$ cat config.mk
export PLATFORM = sky130hd
export DESIGN_NAME = arbitro_fifos
export DESIGN_NICKNAME = d
export VERILOG_FILES = /design/src/rtl/arbitro_fifos.sv
export SDC_FILE = /design/constraint.sdc
export NUM_CORES = 1
export LEC_CHECK = 0
export ABC_AREA = 0
export ABC_CLOCK_PERIOD_IN_PS = 2300
export CAP_MARGIN = 20
export CORE_ASPECT_RATIO = 0.75
export CORE_MARGIN = 8
export CORE_UTILIZATION = 43
export CTS_BUF_LIST = sky130_fd_sc_hd__clkbuf_2
export CTS_CLUSTER_SIZE = 24
export DETAILED_ROUTE_END_ITERATION = 7
export PLACE_DENSITY_LB_ADDON = 0.05
export SYNTH_ARGS = -nofsm -noshare
export SYNTH_HDL_FRONTEND = slang
export SYNTH_SLANG_ARGS = --single-unit
$ cat constraint.sdc
create_clock -name clk -period 2.3 [get_ports clk]
set_input_delay 0.345 -clock clk [delete_from_list [all_inputs] [get_ports clk]]
set_output_delay 0.345 -clock clk [all_outputs]
set_load 0.005 [all_outputs]
$ cat src/rtl/arbitro_fifos.sv
// -----------------------------------------------------------------------------
// arbitro_fifos
//
// Round-robin arbiter that drains N per-lane input FIFOs into one shared
// output channel feeding the downstream FIFO. One lane is granted at a time
// for up to QUANTUM pops, then the grant rotates to the next non-empty lane.
// Downstream flow control: `pausa` stalls popping, `error_full` aborts into
// an ERROR state until it clears.
//
// Optional feature (macro ARB_STATS_EN): adds output `cuenta`, one 16-bit
// saturating pop counter per lane, cleared only by reset.
//
// Parameters:
//   N        number of lanes (>= 2)
//   DATA_W   data width per lane
//   QUANTUM  maximum consecutive pops per grant (>= 1)
//
// Ports:
//   clk         rising-edge clock
//   reset       asynchronous, active-high reset
//   empty       per-lane FIFO empty flags
//   data_in     per-lane FIFO read data, lane i at [i*DATA_W +: DATA_W]
//   pausa       downstream pause request
//   error_full  downstream overflow error (top priority)
//   pop         one-hot combinational read strobe to the lane FIFOs
//   data_out    registered output data
//   valid_out   data_out valid, two cycles after the pop that produced it
//   grant       index of the currently granted lane
//   ocupado     high while arbitrating or serving
//   err         high while in the error state
//   cuenta      (ARB_STATS_EN only) per-lane 16-bit pop counters
// -----------------------------------------------------------------------------
module arbitro_fifos #(
    parameter int unsigned N       = 4,
    parameter int unsigned DATA_W  = 8,
    parameter int unsigned QUANTUM = 4
) (
    input  logic                  clk,
    input  logic                  reset,
    input  logic [N-1:0]          empty,
    input  logic [N*DATA_W-1:0]   data_in,
    input  logic                  pausa,
    input  logic                  error_full,
    output logic [N-1:0]          pop,
    output logic [DATA_W-1:0]     data_out,
    output logic                  valid_out,
    output logic [$clog2(N)-1:0]  grant,
    output logic                  ocupado,
    output logic                  err
`ifdef ARB_STATS_EN
    ,
    output logic [N*16-1:0]       cuenta
`endif
);

    localparam int unsigned   GW        = $clog2(N);
    localparam int unsigned   CW        = $clog2(QUANTUM + 1);
    localparam logic [GW-1:0] LAST_INIT = GW'(N - 1);
    localparam logic [CW-1:0] Q_LAST    = CW'(QUANTUM - 1);

    typedef enum logic [1:0] {
        IDLE,
        ARB,
        SERVE,
        ERROR
    } state_t;

    state_t         state_q, state_d;
    logic [GW-1:0]  grant_q, grant_d;
    logic [GW-1:0]  last_q, last_d;
    logic [CW-1:0]  count_q, count_d;
    logic           pop_any;

    logic [GW-1:0]  next_lane;
    logic           next_found;

    // Read-side pipeline: the FIFO returns data one cycle after pop, and the
    // output register adds one more, giving valid_out two cycles after pop.
    logic           pipe_v;
    logic [GW-1:0]  pipe_lane;

    // Lane index `off` positions after `base`, wrapping modulo N.
    function automatic logic [GW-1:0] lane_after(input logic [GW-1:0] base,
                                                  input int unsigned  off);
        logic [31:0] s;
        s = (32'(base) + off) % N;
        return s[GW-1:0];
    endfunction

    // Round-robin search: last+1, last+2, ... with the last-granted lane
    // itself checked at the very end.
    always_comb begin
        next_found = 1'b0;
        next_lane  = last_q;
        for (int unsigned k = 1; k <= N; k++) begin
            if (!next_found && !empty[lane_after(last_q, k)]) begin
                next_found = 1'b1;
                next_lane  = lane_after(last_q, k);
            end
        end
    end

    // Next-state logic. error_full is checked first everywhere so it wins
    // over pausa and also suppresses pop in the same cycle.
    always_comb begin
        state_d = state_q;
        grant_d = grant_q;
        last_d  = last_q;
        count_d = count_q;
        pop_any = 1'b0;

        unique case (state_q)
            IDLE: begin
                if (error_full) begin
                    state_d = ERROR;
                end else if (empty != '1) begin
                    state_d = ARB;
                end
            end

            ARB: begin
                if (error_full) begin
                    state_d = ERROR;
                end else if (next_found) begin
                    grant_d = next_lane;
                    last_d  = next_lane;
                    count_d = '0;
                    state_d = SERVE;
                end else begin
                    state_d = IDLE;
                end
            end

            SERVE: begin
                if (error_full) begin
                    state_d = ERROR;
                end else if (!pausa) begin
                    if (!empty[grant_q]) begin
                        pop_any = 1'b1;
                        count_d = count_q + CW'(1);
                        // Quantum exhausted: rotate even if the lane still
                        // holds data; an emptied lane also lands here.
                        if (count_q == Q_LAST) begin
                            state_d = ARB;
                        end
                    end else begin
                        state_d = ARB;
                    end
                end
            end

            ERROR: begin
                if (!error_full) begin
                    state_d = IDLE;
                    // Restart the rotation so lane 0 is favoured next.
                    last_d  = LAST_INIT;
                end
            end

            default: begin
                state_d = IDLE;
            end
        endcase
    end

    always_ff @(posedge clk or posedge reset) begin
        if (reset) begin
            state_q <= IDLE;
            grant_q <= '0;
            last_q  <= LAST_INIT;
            count_q <= '0;
        end else begin
            state_q <= state_d;
            grant_q <= grant_d;
            last_q  <= last_d;
            count_q <= count_d;
        end
    end

    // The lane is latched with the pop so the data is taken from the lane
    // that was actually read, independent of later grant changes.
    always_ff @(posedge clk or posedge reset) begin
        if (reset) begin
            pipe_v    <= 1'b0;
            pipe_lane <= '0;
            valid_out <= 1'b0;
            data_out  <= '0;
        end else begin
            pipe_v    <= pop_any;
            pipe_lane <= grant_q;
            valid_out <= pipe_v;
            if (pipe_v) begin
                data_out <= data_in[32'(pipe_lane) * DATA_W +: DATA_W];
            end
        end
    end

    always_comb begin
        pop = '0;
        if (pop_any) begin
            pop = {{(N-1){1'b0}}, 1'b1} << grant_q;
        end
    end

    assign grant   = grant_q;
    assign ocupado = (state_q == ARB) || (state_q == SERVE);
    assign err     = (state_q == ERROR);

`ifdef ARB_STATS_EN
    logic [15:0] stat_q [N];

    always_ff @(posedge clk or posedge reset) begin
        if (reset) begin
            for (int unsigned i = 0; i < N; i++) begin
                stat_q[i] <= '0;
            end
        end else begin
            for (int unsigned i = 0; i < N; i++) begin
                if (pop[i] && (stat_q[i] != '1)) begin
                    stat_q[i] <= stat_q[i] + 16'd1;
                end
            end
        end
    end

    always_comb begin
        cuenta = '0;
        for (int unsigned i = 0; i < N; i++) begin
            cuenta[i*16 +: 16] = stat_q[i];
        end
    end
`endif

endmodule

==> results.yml, run 1 <==
worst_setup_path:
  crit_family: "simple AND/OR/NAND/NOR gates"
  crit_slowest_cell: "or4bb_4"
  crit_path_max_fanout: 4
  endpoint_kind: "output pin"
  worst-setup-path-type: "flip-flop to output pin"
  cp.arrival_ps: 1850
  cp.required_ps: 1960
  start_kind: "flip-flop"
  path_cells: "inv_2 -> ha_4 -> or4bb_4 -> nor3b_2 -> clkdlybuf4s15_2"
  slowest_delay_ps: 480
  worst-path-buf-inv: 2
floorplanning:
  num_io_pins: 57
  num_rows: 17
  start_util_pct: 44.57
  dieArea_sq_um: 5053
  die_x_um: 79.46
  die_h_um: 63.60
  core_sq_um: 2914
global_route:
  grt_usage_pct: 14.15
  gr-usage-met2_pct: 23.65
  grt.busiest_layer: "met2"
  grt_antenna_before_repair: 0
  met3_usage_pct: 4.816
  grt_first_pass_wirelength_um: 5720
  grt_pass1_vias: 1148
  grt_max_degree: 22
  gr-total-overflow: 0
  use_met1_pct: 17.03
logic_synthesis:
  ys_seq_elements: 21
  syn_area_sq_um: 1299
  seq_area_frac_synth_pct: 40.66
  synth-simple-area-share_pct: 13.78
  synth_compound_area_share_pct: 10.50
  synth_enable_flop_cells: 0
  synth_top_family_by_area: "multiplexers"
  synth_warnings: 0
  synth_ff_type: "dfrtp_1"
  synth_fa_ha_area_share_pct: 5.780
  async_flop_share_pct: 100.0
  synth_nets: 151
  synth.distinct_cells: 38
  synthCells: 105
  synth_mux_area_share_pct: 25.05
  synth_xor_area_share_pct: 0.6744
  syn_area_per_cell_sq_um: 12.37
sta:
  hold-worst-slack_ps: 329.3
  fin_crit_ps: 2197
  setup_viol: 0
  maxSlewViolCount: 0
  fmax_mhz: 455.3
  hold_violations: 0
  slew-limit-headroom_pct: 69.41
  min_period_over_period_pct: 95.50
  tightest_slew_ps: 458.9
  fin_skew_ps: 5.538
route:
  drtIter0Drc: 23
  vias: 1102
  drt-total-wl_um: 3339
  drc: 0
  firstDrtPassIters: 4
  avgRoutedWirePerCell_um: 15.90
  drtAntennaViolNets: 0
  routed_via_density: 5.248
cells_and_area:
  final_area_sq_um: 2022
  final_cell_mix: "clkdlybuf4s50_1, dfrtp_1, mux2_2, buf_4"
  final_common_cell: "clkdlybuf4s50_1"
  multiInputGateArea_sq_um: 757.0
  nFillCells: 207
  final_cells: 210
  final_core_util_pct: 69.39
  drive_above_1_share_pct: 27.33
  seq_area_sq_um: 528.0
  fin_nets: 219
  diodes: 0
  area_delta_synth_final_pct: 55.68
placement:
  place.detailed.hpwl_um: 2802
  place_congestion: 0.8562
  place_area_sq_um: 1954
  dp_cells: 204
  port_buffers: 56
clock_tree:
  clock_latency_ps: 310
  clk_pin_slew_ps: 180
  cts_made_buffers: 3
  hold_buffers: 0
  clock_path_buffers: 2
  cts_tree: "built"
  cts-root-buf: "clkbuf_2"
  h-tree-depth: 1
  clock-sinks: 21
power:
  p_per_area_nw_per_um2: 939.2
  intPower_mw: 1.257
  p_leak_nw: 0.8561
  switching_power_mw: 0.6416
  comb_power_share_pct: 54.3
  seq_power_share_pct: 37.7
  power.share.clock_pct: 8.0
  ir_worst_vdd_uv: 554.4
  p_sw_share_pct: 33.79
  p_total_mw: 1.899
hold_path:
  hold_class: "primary input to asynchronous set/reset pin"
run_status:
  outcome: "finished clean"
flow_run:
  maxCapViolations: 0
-- registers in the layout, summed over array words and instances (netlist names) --
name and cells:
valid_out 1, pipe_v 1, state_q 2, pipe_lane 2, last_q 2, count_q 3, grant 2, data_out 8
-- power groups by stage --
| stage | logic, mW | registers (mW) | clock network, mW |
|---|---|---|---|
| 2_1_floorplan | 0.629 | 0.652 | 0 |
| 3_3_place_gp | 0.995 | 0.715 | 0 |
| 3_5_place_dp | 1.01 | 0.722 | 0 |
| 4_1_cts | 1.02 | 0.714 | 0.158 |
| 5_1_grt | 1.13 | 0.755 | 0.176 |
| 6_report | 1.03 | 0.716 | 0.152 |
-- worst reg2reg max path: cells and delay by family, from the launching register on --
| family | cells | cell delay (ps) |
|---|---|---|
| and+or+nand+nor | 2 | 570 |
| AOI/OAI and AO/OA | 2 | 480 |
| DFF | 1 | 420 |
| buffers and inverters | 2 | 250 |
| adders and majority gates | 1 | 140 |
-- layer usage --
| layer | wire [um] | share of wire (%) | vias to the layer above |
|---|---|---|---|
| li1 | - | - | 532 |
| met1 | 1441 | 43 | 545 |
| met2 | 1689 | 51 | 23 |
| met3 | 190 | 5.7 | 2 |
| met4 | 18 | 0.54 | 0 |
| met5 | 0 | 0 | - |
-- worst paths after layout --
| kind | cells past startpoint | from | end | slack, ps |
|---|---|---|---|---|
| min | 3 | reset | data_out[5] | 330 |
| min reg2reg | 1 | data_out[5] | data_out[5] | 530 |
| max | 5 | state_q[0] | pop[3] | 100 |
| min in group clk | 1 | data_out[5] | data_out[5] | 530 |
| max in group asynchronous | 3 | reset | last_q[0] | 1700 |
| max reg2reg | 7 | state_q[0] | count_q[2] | 350 |
-- cells by family (layout without fill, tap and decap cells) --
kind of cell,Yosys count,count (layout)
xor gates and xnor gates,1,1
and+or+nand+nor,28,28
muxes,21,21
adders and majority gates,6,6
buffers and inverters,12,79
AOI/OAI and AO/OA,16,16
DFF,21,21
-- layout make-up --
| class | instances | share of cell area [%] |
|---|---|---|
| well taps | 38 | 2.351 |
| clock buffers | 4 | 0.9901 |
| multi-input cells | 72 | 37.44 |
| flip-flops and latches | 21 | 26.11 |
| repair buffers | 66 | 31.44 |
| inverters | 9 | 1.671 |
-- cell usage after synthesis, types with 2 or more instances --
| cell | count | area (sq um) |
|---|---|---|
| nor2b_1 | 2 | 12.51 |
| o211ai_1 | 2 | 15.01 |
| dfrtp_1 | 19 | 475.5 |
| ha_1 | 6 | 75.07 |
| or3_1 | 2 | 12.51 |
| nand3_1 | 3 | 15.01 |
| nor2_1 | 4 | 15.01 |
| nand2_1 | 2 | 7.510 |
| dfstp_2 | 2 | 52.55 |
| a22o_1 | 2 | 17.52 |
| mux2_2 | 12 | 135.1 |
| nor3b_1 | 2 | 15.01 |
| nor3_1 | 2 | 10.01 |
| a211o_1 | 2 | 17.52 |
| mux4_2 | 8 | 180.2 |
| o22a_1 | 2 | 17.52 |
| inv_1 | 9 | 33.78 |
| nand2b_1 | 4 | 25.02 |
-- stage by stage --
stage / setup WS [ps] / setup TNS (ps)
floorplan: 436.7 / 0
global placement: -145.6 / -370.9
detailed placement: -176.2 / -509.8
CTS: 4.252 / 0
global route: -2.516 / -2.516
finish: 103.4 / 0
-- timing repair --
item                                    4_1_cts  5_1_grt
endpoints found under the setup margin        4        4
pin swaps                                     0        2
resized for setup                            11        4
buffers inserted                              0        2
Power figures use the tool's default switching activity.
==> inputs of run 2 (changes only) <==
--- a/config.mk
+++ b/config.mk
@@ -7,14 +7,14 @@
 export LEC_CHECK = 0
 export ABC_AREA = 0
 export ABC_CLOCK_PERIOD_IN_PS = 2300
-export CAP_MARGIN = 20
-export CORE_ASPECT_RATIO = 0.75
+export CORE_ASPECT_RATIO = 1.5
 export CORE_MARGIN = 8
 export CORE_UTILIZATION = 43
 export CTS_BUF_LIST = sky130_fd_sc_hd__clkbuf_2
 export CTS_CLUSTER_SIZE = 24
 export DETAILED_ROUTE_END_ITERATION = 7
 export PLACE_DENSITY_LB_ADDON = 0.05
+export SKIP_CTS_REPAIR_TIMING = 1
 export SYNTH_ARGS = -nofsm -noshare
 export SYNTH_HDL_FRONTEND = slang
 export SYNTH_SLANG_ARGS = --single-unit
==> results.yml, run 2 (same netlist as run 1, synthesis figures left out) <==
cells_and_area:
  final_common_cell: "clkdlybuf4s50_1"
  final_area_sq_um: 1988
  biggestRegsByFlops: "data_out x8, count_q x3"
  fin_nets: 216
  largest_reg_flops: 8
  area_delta_synth_final_pct: 53.08
  drive_above_1_share_pct: 24.85
  multiInputGateArea_sq_um: 742.0
  diodes: 0
  seq_area_sq_um: 528.0
  top_register: "data_out"
  final_core_util_pct: 68.97
  final_cell_mix: "clkdlybuf4s50_1, dfrtp_1, mux2_2, mux4_2, inv_1"
  nFillCells: 238
placement:
  place_area_sq_um: 1948
  place.detailed.hpwl_um: 3015
  pre_cts_slack_ps: -221.7
  port_buffers: 56
  place_congestion: 0.7295
run_status:
  outcome: "finished clean"
global_route:
  grt_first_pass_wirelength_um: 5851
  grt_usage_pct: 14.76
  grt_antenna_before_repair: 0
  grt_pass1_vias: 1261
  grt_max_degree: 22
  gr-total-overflow: 0
sta:
  fmax_mhz: 456.4
  setup_tns_ps: 0
  min_period_over_period_pct: 95.27
  tightest_slew_ps: 490.4
  rsz0062_at_grt: "no"
  fin_skew_ps: 13.79
  hold_violations: 0
  fin_crit_ps: 2191
  layout_setup_ws_ps: 108.9
  hold-worst-slack_ps: 303.9
  maxSlewViolCount: 0
  setup_viol: 0
  slew-limit-headroom_pct: 67.31
floorplanning:
  num_rows: 24
  die_h_um: 83.31
  die_x_um: 60.87
  core_sq_um: 2883
  num_io_pins: 57
  dieArea_sq_um: 5071
  start_util_pct: 45.05
clock_tree:
  cts_made_buffers: 3
  cts_tree: "built"
  clock_path_buffers: 2
  clock_latency_ps: 330
  clock-sinks: 21
  cts-root-buf: "clkbuf_2"
  clk_pin_slew_ps: 200
  h-tree-depth: 1
route:
  routed_via_density: 5.361
  drtIter0Drc: 35
  avgRoutedWirePerCell_um: 17.04
  drt-total-wl_um: 3544
  vias: 1115
  drc: 0
  firstDrtPassIters: 4
  drtAntennaViolNets: 0
power:
  ir_worst_vdd_uv: 706.5
  p_per_area_nw_per_um2: 943.7
  p_leak_nw: 0.8853
flow_run:
  maxCapViolations: 0
worst_setup_path:
  endpoint_kind: "output pin"
  start_kind: "flip-flop"
  crit_path_max_fanout: 3
  worst-setup-path-type: "flip-flop to output pin"
  cp.arrival_ps: 1850
  cp.required_ps: 1960
hold_path:
  hold_class: "primary input to asynchronous set/reset pin"
==> run 2: cell count changes in the layout (fill, tap and decap cells not counted), sizes merged <==
cell / change
buf: -3
dlymetal6s2s: +3
clkdlybuf4s15: -2
dlygate4sd2: -2
clkinv: +1
==> run 2: final timing paths <==
path | start | end | slack, ps | depth (start not counted)
worst min register to register | grant[0] | pipe_lane[0] | 510 | 0
worst max-delay path | state_q[0] | pop[3] | 110 | 5
min in group clk | grant[0] | pipe_lane[0] | 510 | 0
worst min-delay path | reset | count_q[1] | 300 | 3
worst max register to register | state_q[0] | count_q[2] | 360 | 7
max in group asynchronous | reset | last_q[0] | 1710 | 3
==> run 2: stage by stage <==
step | total power [mW] | cells
3_3_place_gp | 1.690 | 204
3_5_place_dp | 1.742 | 204
4_1_cts | 1.893 | 208
6_report | 1.876 | 208
2_1_floorplan | 1.281 | 105
5_1_grt | 2.014 | 208
==> run 2: per-layer routing <==
layer | vias up | routed length (um) | global-route usage (%)
li1 | 526 | - | -
met4 | 0 | 79 | 4.691
met3 | 9 | 303 | 4.167
met1 | 538 | 1315 | 14.76
met2 | 42 | 1845 | 27.15
met5 | - | 0 | 0
==> run 2: power breakdown <==
part | internal, mW | total [mW] | leakage [nW] | switching [mW]
combinational | 0.649 | 0.999 | 0.608 | 0.350
clock | 0.0394 | 0.152 | 0.0164 | 0.113
sequential | 0.534 | 0.725 | 0.261 | 0.191
==> run 2: area by class of cell <==
class / instances / area share (%)
inverters: 9 / 1.699
clock buffers: 3 / 0.7552
clock inverters: 1 / 0.2517
flip-flops and latches: 21 / 26.56
well taps: 39 / 2.454
multi-input cells: 72 / 37.32
repair buffers: 63 / 30.96
==> run 2: critical path: stages, from the launching register on <==
cell	delay [ps]
dfrtp_1	440
inv_2	70
ha_2	180
or4bb_4	490
nor3b_2	190
clkbuf_2	140
